--- config.mk ---
export PLATFORM = sky130hd
export DESIGN_NAME = t_updown_counter
export DESIGN_NICKNAME = d
export VERILOG_FILES = /design/src/rtl/counter_pkg.sv /design/src/rtl/t_flip_flop_r.sv /design/src/rtl/t_updown_counter.sv
export SDC_FILE = /design/constraint.sdc
export NUM_CORES = 1
export LEC_CHECK = 0
export ABC_AREA = 0
export BUFFER_PORTS_ARGS = -buffer_cell sky130_fd_sc_hd__buf_2
export CAP_MARGIN = 20
export CORE_UTILIZATION = 25
export CTS_BUF_LIST = sky130_fd_sc_hd__clkbuf_4
export CTS_CLUSTER_DIAMETER = 60
export CTS_CLUSTER_SIZE = 8
export DETAILED_ROUTE_END_ITERATION = 16
export PLACE_DENSITY = 0.48
export SLEW_MARGIN = 20
export SYNTH_ARGS = -nofsm -noshare
export SYNTH_HDL_FRONTEND = slang
export SYNTH_SLANG_ARGS = --single-unit
export TNS_END_PERCENT = 20
--- constraint.sdc ---
create_clock -name CLK -period 2.15 [get_ports CLK]
set_input_delay 0.215 -clock CLK [delete_from_list [all_inputs] [get_ports CLK]]
set_output_delay 0.215 -clock CLK [all_outputs]
set_load 0.01 [all_outputs]
--- src/rtl/counter_pkg.sv ---
// Constants shared by the up/down counter and its bench: count direction
// encoding and the default counter width.
package counter_pkg;

    localparam bit DIR_UP   = 1'b1;
    localparam bit DIR_DOWN = 1'b0;

    localparam int DEFAULT_WIDTH = 8;

endpackage

--- src/rtl/t_flip_flop_r.sv ---
// Single T flip-flop with asynchronous active-low reset; one per count bit.
module t_flip_flop_r (
    input  logic clk,
    input  logic rst_n,
    input  logic t,
    output logic q
);

    always_ff @(posedge clk or negedge rst_n) begin
        if (!rst_n) begin
            q <= 1'b0;
        end else if (t) begin
            q <= ~q;
        end
    end

endmodule

--- src/rtl/t_updown_counter.sv ---
// Up/down counter built from a chain of T flip-flops, with load clamping,
// wrap-or-saturate boundaries, a cascade flag and sticky boundary tracking.
module t_updown_counter
    import counter_pkg::*;
#(
    parameter int unsigned      WIDTH     = DEFAULT_WIDTH,
    parameter logic [WIDTH-1:0] MAX_COUNT = {WIDTH{1'b1}},
    parameter int               SATURATE  = 0
) (
    input  logic             CLK,
    input  logic             Reset,
    input  logic             En,
    input  logic             Up,
    input  logic             Load,
    input  logic [WIDTH-1:0] D,
    input  logic             Clr_ovf,
    output logic [WIDTH-1:0] Q,
    output logic             TC,
    output logic             Wrap,
    output logic             Ovf
);

    logic [WIDTH-1:0] load_val;
    logic [WIDTH-1:0] count_next;
    logic [WIDTH-1:0] next_q;
    logic [WIDTH-1:0] t_vec;
    logic             at_top;
    logic             at_bottom;
    logic             boundary_evt;

    assign at_top    = (Q == MAX_COUNT);
    assign at_bottom = (Q == '0);

    // Out-of-range load values are clamped silently; they are not boundary events.
    assign load_val = (D > MAX_COUNT) ? MAX_COUNT : D;

    always_comb begin
        count_next = Q;
        if (Up == DIR_UP) begin
            if (!at_top) begin
                count_next = Q + 1'b1;
            end else if (SATURATE == 0) begin
                count_next = '0;
            end
        end else begin
            if (!at_bottom) begin
                count_next = Q - 1'b1;
            end else if (SATURATE == 0) begin
                count_next = MAX_COUNT;
            end
        end
    end

    always_comb begin
        next_q = Q;
        if (Load) begin
            next_q = load_val;
        end else if (En) begin
            next_q = count_next;
        end
    end

    // Each bit toggles exactly where the desired next value differs from now.
    assign t_vec = next_q ^ Q;

    assign TC           = En & ((Up == DIR_UP) ? at_top : at_bottom);
    assign boundary_evt = TC & ~Load;

    for (genvar i = 0; i < int'(WIDTH); i++) begin : g_bit
        t_flip_flop_r u_tff (
            .clk   (CLK),
            .rst_n (Reset),
            .t     (t_vec[i]),
            .q     (Q[i])
        );
    end

    // A new boundary event outranks a simultaneous clear of the sticky flag.
    always_ff @(posedge CLK or negedge Reset) begin
        if (!Reset) begin
            Wrap <= 1'b0;
            Ovf  <= 1'b0;
        end else begin
            Wrap <= boundary_evt;
            Ovf  <= boundary_evt | (Ovf & ~Clr_ovf);
        end
    end

endmodule
==> results of run 1 <==
-- cell type report --
type | instances | area [um^2] | area share [%]
inverters | 9 | 33.8 | 3.05
multi-input cells | 76 | 574 | 51.9
well taps | 48 | 60.1 | 5.42
flip-flops and latches | 10 | 253 | 22.8
clock buffers | 3 | 22.5 | 2.03
repair buffers | 29 | 160 | 14.5
clock inverters | 1 | 3.75 | 0.339
-- stage by stage --
step	hold WS (ps)	total power [mW]	instance area (um^2)	std cells	util, %
finish	119	0.605	1110	176	29.8
global route	105	0.649	1110	176	29.8
CTS	124	0.603	1100	176	29.6
detailed placement	95.4	0.458	1050	171	28.4
global placement	95.3	0.458	1050	171	28.4
floorplan	-80.6	0.423	990	112	-
-- registers in the layout, summed over array words and instances, names as in the netlist --
| signal | cells |
|---|---|
| Ovf | 1 |
| Wrap | 1 |
| g_bit.u_tff.q | 8 |
-- path summary, 6_finish.rpt --
kind                                  start          endpoint  slack [ps]
max                        g_bit[0].u_tff.q                TC         110
min                                 Clr_ovf               Ovf         120
max reg2reg                g_bit[5].u_tff.q  g_bit[4].u_tff.q         300
min reg2reg                             Ovf               Ovf         540
max in group asynchronous             Reset  g_bit[0].u_tff.q        1600
min in group asynchronous             Reset  g_bit[3].u_tff.q         330
-- report_power, final --
group	total, mW	leakage, nW	switching [mW]	internal (mW)
clock	0.144	0.0154	0.0768	0.0673
combinational	0.226	0.365	0.126	0.100
sequential	0.235	0.120	0.0270	0.208
-- critical path, cell delays in order (launching register included) --
cell      delay, ps
dfrtp_2         460
inv_2           100
ha_2            220
nand2b_1        140
nor4_4          280
a21oi_2          70
nor2b_1         130
buf_2           140
-- what timing repair did --
item,CTS,global route
hold buffers,1,0
resized for setup,1,5
hold endpoints to repair,10,0
setup endpoints to repair,1,1
setup buffers,0,0
pin swaps,0,1
-- metal layers --
layer	routed length (um)	up-vias
met5	0	-
met4	68	0
met3	117	7
met2	1080	26
met1	1240	400
li1	-	438
-- synthesized netlist by cell type, types with 2 or more instances --
cell type and instances:
nor3b_1 4, ha_1 3, xnor2_1 4, o2111a_1 2, nor2_1 6, nand2b_1 2, nand2_1 3, a211oi_1 3
inv_1 9, a21oi_1 4, o31a_1 2, nor3_1 5, and3_1 3, o21ai_0 7, buf_4 10, buf_6 6
dfrtp_1 10, nor4_2 2, nand4_1 2
-- logic make-up after synthesis --
logic type                 synth area share [%]
and+or+nand+nor                            24.0
AOI/OAI and AO/OA                          23.3
buffers and inverters                      18.2
DFF                                        25.3
xor gates and xnor gates                   4.42
adders and majority gates                  3.79
muxes                                      1.01
==> metrics.txt, run 1 <==
Synth area leaders=dfrtp_1 (25%), buf_4 (7.6%), buf_6 (6.8%); most area-hungry cell type in the Yosys netlist=dfrtp_1; Ys Warns=0; Reg2Reg Depth=4; Core Footprint=3720 um^2; Die X=64.9 um; Vias=871; EDFF count, synth=0; Setup WS post-layout=114 ps; I/O pin cnt=25; clk_lat worst skew=280 ps; CTS tree=yes; Diodes inserted=0; Post-layout nets=146; port bufs=24; fill count=419; total CTS buffers=3; Synth cell types=44; Setup TNS=0 ps; Clock Skew=1.69 ps; vias in the first global route=826; grt peak-use layer=met2; Global Route Usage Sum=12.6%; VDD IR max=0.000130 V; initial antenna violation count=0; routed wire length=2.51 mm; synthesized area per cell=8.84 um^2; DRT antenna net count=0; final setup vio count=0; largest net degree at the start of global routing=18; share of layout cells above drive strength 1=34.4%; initial drt markers=43; commonest non-fill, non-tap cell in the layout=buf_2; Peak Freq=491 MHz; first-pass GRT wire length=3.97 mm; CP endpoint kind=output pin; commonest cells after routing, fill and taps aside=buf_2 (24), dfrtp_1 (8), inv_1 (8); area delta synth->final=11.9%; Arrival @ worst endpoint=1820 ps; routed vias/inst=4.95; Core Rows=22; Fin. Hold Viols=0; Placement Setup Slack=302 ps; Max-cap violations=0; Slew @ Worst Pin=512 ps; Seq cells post-synth=10; clock slew at reported path FFs=70 ps; crit path max fanout=9; Max clock buf depth=2; number of remaining DRC errors=0; Slew headroom=65.6%; met2 GRT Util=19.1%; Syn Inst Count=112; period utilization=94.7%; Final Max Slew Viols=0; Setup CP Type=reg -> out; CP Launch Type=register; routability congestion estimate=0.789; Power Dens Cells=546 nW/um^2; Die Span Y=64.9 um; met3 Resource Use GR=2.46%; P_leak=0.500 nW; DR WL/cell=14.3 um; fin crit period=2040 ps; register area share after synthesis=25.3%; die area=4210 um^2; status=finished, final reports clean; met1 Track Usage GR=16.4%; Sink Count=10; HP Class=in -> reg; share of the synthesized area in the top cell type=25.3%; Clock Root Buffer=clkbuf_4; starting density of the core=26.6%; Mapped Nets=129; RSZ-0062 raised after global routing=no; Async SR Flop Fraction=100%; H-tree depth=1; hpwl dp=1.93 mm; Hold Crit Depth=2; Cell Area, Synth=990 um^2; grt ovf=0; required time worst endpoint=1930 ps; First-pass DRT Iterations=4; top_reg_cell synth=dfrtp_1
(Power assumes the default switching activity.)
==> run 2, diff against run 1 <==
--- a/config.mk
+++ b/config.mk
@@ -13,9 +13,11 @@
 export CTS_CLUSTER_DIAMETER = 60
 export CTS_CLUSTER_SIZE = 8
 export DETAILED_ROUTE_END_ITERATION = 16
+export HOLD_SLACK_MARGIN = 0.06
 export PLACE_DENSITY = 0.48
 export SLEW_MARGIN = 20
 export SYNTH_ARGS = -nofsm -noshare
 export SYNTH_HDL_FRONTEND = slang
+export SYNTH_HIERARCHICAL = 1
 export SYNTH_SLANG_ARGS = --single-unit
 export TNS_END_PERCENT = 20
==> metrics.txt, run 2 <==
status=finished, final reports clean; Peak Freq=479 MHz; DR WL/cell=14.0 um; crit path buf inv count=1; H-tree depth=1; most common cell in the synthesized netlist=xor2_1; number of flip-flops in the largest register=8; first-pass GRT wire length=4.44 mm; Die X=65.1 um; Post-layout nets=164; highest metal used=met4; hold slack=112 ps; Setup TNS=0 ps; final setup vio count=0; Hold Crit Depth=2; CTS tree=yes; synthesized area per cell=8.65 um^2; Syn Inst Count=115; Core Rows=22; DRT antenna net count=0; Fin. Hold Viols=0; required time worst endpoint=1930 ps; Max-cap violations=0; Power Dens Cells=1270 nW/um^2; share of layout cells above drive strength 1=37.2%; Hold Path End=Ovf; initial antenna violation count=0; First-pass DRT Iterations=4; routed wl met2=1.24 mm; Async SR Flop Fraction=100%; Synth cell types=39; starting density of the core=26.6%; fin crit period=2090 ps; area delta synth->final=25.4%; I/O pin cnt=25; Reg2Reg Depth=7; initial drt markers=39; period utilization=97.2%; Max stage delay on crit path=480 ps; Arrival @ worst endpoint=1870 ps; HP Class=in -> reg; clk_lat worst skew=280 ps; wire length on met3=152 um; Diodes inserted=0; Slew @ Worst Pin=425 ps; port bufs=24; Largest regs=g_bit.u_tff/q (8), Ovf (1), Wrap (1); CP endpoint kind=output pin; number of remaining DRC errors=0; CP max stage cell=dfrtp_2; Cell Area, Synth=995 um^2; top_reg_cell synth=dfrtp_1; RSZ-0062 raised after global routing=no; EDFF count, synth=0; hpwl dp=1.91 mm; largest net degree at the start of global routing=20; Max clock buf depth=2; CP delay by family, top=simple AND/OR/NAND/NOR gates; Setup CP Type=reg -> out; Sink Count=10; most area-hungry cell type in the Yosys netlist=dfrtp_1; Clock Skew=1.67 ps; grt ovf=0; Slew headroom=71.2%; min-delay src=Clr_ovf; commonest cells after routing, fill and taps aside=buf_2 (24), xor2_1 (13), buf_4 (12); routed wire length=2.69 mm; DRT met1 WL=1.27 mm; Mapped Nets=132; Synth area leaders=dfrtp_1 (25%), xor2_1 (11%), buf_6 (4.5%); Clock Root Buffer=clkbuf_4; crit path cell chain=nor4_4 -> and4bb_2 -> and2b_1 -> nor2_2 -> nor2b_1 -> buf_2; vias in the first global route=895; Seq cells post-synth=10; P_leak=0.550 nW; routed vias/inst=4.98; total CTS buffers=3; reg2reg start=g_bit[1].u_tff/q; r2r setup slk=190 ps; fill count=416; commonest non-fill, non-tap cell in the layout=buf_2; Final Max Slew Viols=0; VDD IR max=0.000465 V; share of the synthesized area in the top cell type=25.2%; RR Endpoint=g_bit[5].u_tff/q; Core Footprint=3740 um^2; Ys Warns=6; top cells by count, synth=xor2_1 (13), dfrtp_1 (10), o21ai_0 (8); crit path max fanout=8; clock slew at reported path FFs=70 ps; Die Span Y=65.1 um; CP Launch Type=register; Global Route Usage Sum=14.2%; routability congestion estimate=0.893; register area share after synthesis=25.2%; die area=4230 um^2; Top reg by flops=g_bit.u_tff/q; Vias=962
[run 2: kinds of logic (layout without fill, tap and decap cells)]
group	count (synthesis)	after routing	synth area share [%]
xor gates and xnor gates	16	16	14.1
buffers and inverters	16	46	9.31
adders and majority gates	3	3	3.77
AOI/OAI and AO/OA	29	29	19.4
DFF	10	10	25.2
muxes	3	3	4.40
and+or+nand+nor	38	38	23.9
[run 2: how the worst max path moves through the flow]
stage | from | end | depth (start not counted)
2_1_floorplan | g_bit[0].u_tff/q | g_bit[7].u_tff/q | 7
3_3_place_gp | g_bit[1].u_tff/q | g_bit[5].u_tff/q | 7
3_5_place_dp | g_bit[1].u_tff/q | g_bit[5].u_tff/q | 7
4_1_cts | g_bit[2].u_tff/q | TC | 6
5_1_grt | g_bit[2].u_tff/q | TC | 6
6_report | g_bit[2].u_tff/q | TC | 6
[run 2: metal layers]
metal / GRT usage (%) / up-vias
met1: 17.9 / 446
met3: 4.23 / 4
met4: 5.16 / 0
met5: 0 / -
met2: 22.5 / 34
li1: - / 478
[run 2: timing repair]
action,CTS,global route
gates resized for setup,4,6
buffers inserted,0,5
pin swaps,0,1
setup endpoints to repair,2,2
hold endpoints to repair,10,0
hold buffers,1,0
[run 2: layout make-up]
type	count	area (um^2)	share of cell area (%)
Clock buffer	3	22.5	1.81
Inverter	6	22.5	1.81
Multi-Input combinational cell	89	666	53.4
Sequential cell	10	256	20.6
Tap cell	48	60.1	4.81
Timing Repair Buffer	37	220	17.7
[run 2: where the power goes]
group | switching, mW | leakage (nW) | total, mW | internal, mW
registers | 0.166 | 0.116 | 0.448 | 0.282
clock network | 0.0771 | 0.0138 | 0.142 | 0.0650
logic | 0.503 | 0.420 | 0.993 | 0.490
total | 0.746 | 0.550 | 1.58 | 0.837
[run 2: per-stage QoR]
stage	util [%]	total power, mW	worst slack (ps)	instance area (um^2)	instances
2_1_floorplan	-	1.11	200	995	115
3_3_place_gp	30.9	1.33	62.2	1160	184
3_5_place_dp	30.9	1.34	30.5	1160	184
4_1_cts	31.9	1.50	7.88	1190	188
5_1_grt	33.3	1.72	3.32	1250	193
6_report	33.3	1.58	61.2	1250	193
==> run 3, diff against run 2 <==
==> constraint.sdc (replaced) <==
create_clock -name CLK -period 2 [get_ports CLK]
set_input_delay 0.2 -clock CLK [delete_from_list [all_inputs] [get_ports CLK]]
set_output_delay 0.2 -clock CLK [all_outputs]
set_load 0.01 [all_outputs]
==> metrics.txt, run 3 (synthesis results as in run 2) <==
failing checks=negative setup slack; CP delay by family, top=simple AND/OR/NAND/NOR gates; Comb power frac=66.7%; port bufs=24; Seq pwr share=25.3%; Clock Skew=5.61 ps; placed inst area=1200 um^2; Post-layout nets=170; vias in the first global route=977; Largest regs=g_bit.u_tff/q (8), Ovf (1), Wrap (1); Core Rows=22; number of remaining DRC errors=0; CTS tree=yes; Vias=989; Die X=65.1 um; Int Power=963 uW; Setup WS post-layout=-4.69 ps; I/O pin cnt=25; area delta synth->final=34.3%; hold slack=103 ps; status=finished with violations; first-pass GRT wire length=4.72 mm; Power Dens Cells=1360 nW/um^2; wire length on met3=184 um; First-pass DRT Iterations=4; HP Class=in -> reg; clk_lat worst skew=270 ps; Inst Count DP=190; initial drt markers=21; Slew headroom=55.3%; Final Max Slew Viols=0; fin crit period=2000 ps; die area=4230 um^2; clock slew at reported path FFs=70 ps; Diodes inserted=0; CP Launch Type=register; share of layout cells above drive strength 1=42.4%; Top reg by flops=g_bit.u_tff/q; Die Span Y=65.1 um; crit path buf inv count=1; RSZ-0062 raised after global routing=yes; clock power share=8.0%; Slew @ Worst Pin=662 ps; Final Non-Filler Cells=199; Sink Count=10; number of flip-flops in the largest register=8; Fin. Hold Viols=0; commonest cells after routing, fill and taps aside=buf_2 (24), buf_4 (18), xor2_1 (12); routed wire length=2.86 mm; initial antenna violation count=0; Global Route Usage Sum=14.6%; Util after Layout=35.7%; routed vias/inst=4.97; CP max stage cell=dfrtp_2; final setup vio count=1; switching share of power=47.0%; Final Cell Area=1340 um^2; Arrival @ worst endpoint=1800 ps; hpwl dp=2.03 mm; DR WL/cell=14.4 um; Max-cap violations=0; period utilization=100%; DRT met1 WL=1.36 mm; crit path max fanout=6; grt ovf=0; P_leak=0.590 nW; highest metal used=met4; Max clock buf depth=2; largest net degree at the start of global routing=20; total CTS buffers=3; commonest non-fill, non-tap cell in the layout=buf_2; fill count=427; required time worst endpoint=1800 ps; Peak Freq=499 MHz; Max stage delay on crit path=470 ps; DRT antenna net count=0; crit path cell chain=nor4_4 -> and4bb_2 -> and2b_2 -> nor2_4 -> nor2b_1 -> buf_2; Core Footprint=3740 um^2; Setup CP Type=reg -> out; CP endpoint kind=output pin; H-tree depth=1; Clock Root Buffer=clkbuf_4; routability congestion estimate=0.802; routed wl met2=1.29 mm; Setup TNS=-4.69 ps; Net Switching=853 uW; starting density of the core=26.6%; VDD IR max=0.000553 V
-- run 3: cell types whose count changed in the layout (fill, tap and decap cells not counted), moves of 2 or more --
cell      change
o311ai_1      -2
dfrtp_1       +2
nor2_4        +2
buf_4         +6
nor2_2        -2
dfrtp_2       -2
-- run 3: stage by stage --
step	setup slack (ps)	total power, mW
final	-4.69	1.82
after detailed placement	89.9	1.51
after CTS	17.1	1.72
after global placement	17.9	1.52
after floorplan	50.0	1.20
after global routing	-85.9	1.96
-- run 3: area by class of cell --
class,instances,area (um^2),area share [%]
clock buffers,3,22.5,1.69
repair buffers,43,265,19.9
multi-input cells,89,712,53.3
inverters,6,22.5,1.69
flip-flops and latches,10,254,19.0
well taps,48,60.1,4.49
-- run 3: repair_timing --
action / 4_1_cts / 5_1_grt
pin swaps: 2 / 4
hold endpoints to repair: 10 / 0
buffers inserted: 4 / 1
endpoints found under the setup margin: 1 / 3
hold buffers: 1 / 0
gates resized for setup: 6 / 10
-- run 3: power by group through the flow --
stage               Clock (mW)  Combinational [mW]  Sequential, mW
floorplan                    0               0.751           0.445
global placement             0                1.08           0.441
detailed placement           0                1.07           0.443
CTS                      0.154                1.13           0.430
global route             0.157                1.33           0.479
finish                   0.145                1.21           0.460
-- run 3: worst register-to-register path, stage by stage, from the launching register on --
cell	delay, ps
dfrtp_1	380
buf_4	140
buf_4	140
or4_4	440
nor2_4	130
xor2_2	190
o22ai_2	110
a2bb2oi_2	180
xor2_1	140
-- run 3: worst paths after layout --
path,from,end,slack [ps],cells past startpoint
min,Clr_ovf,Ovf,100,2
max,g_bit[3].u_tff/q,TC,-5,6
min in group asynchronous,Reset,g_bit[5].u_tff/q,330,2
min reg2reg,Ovf,Ovf,550,2
max in group asynchronous,Reset,g_bit[4].u_tff/q,1440,2
max reg2reg,g_bit[0].u_tff/q,g_bit[5].u_tff/q,30,8
-- run 3: layer usage --
layer	global-route usage, %	vias up
met2	22.9	33
li1	-	483
met5	0	-
met4	4.62	0
met3	4.40	4
met1	19.0	469
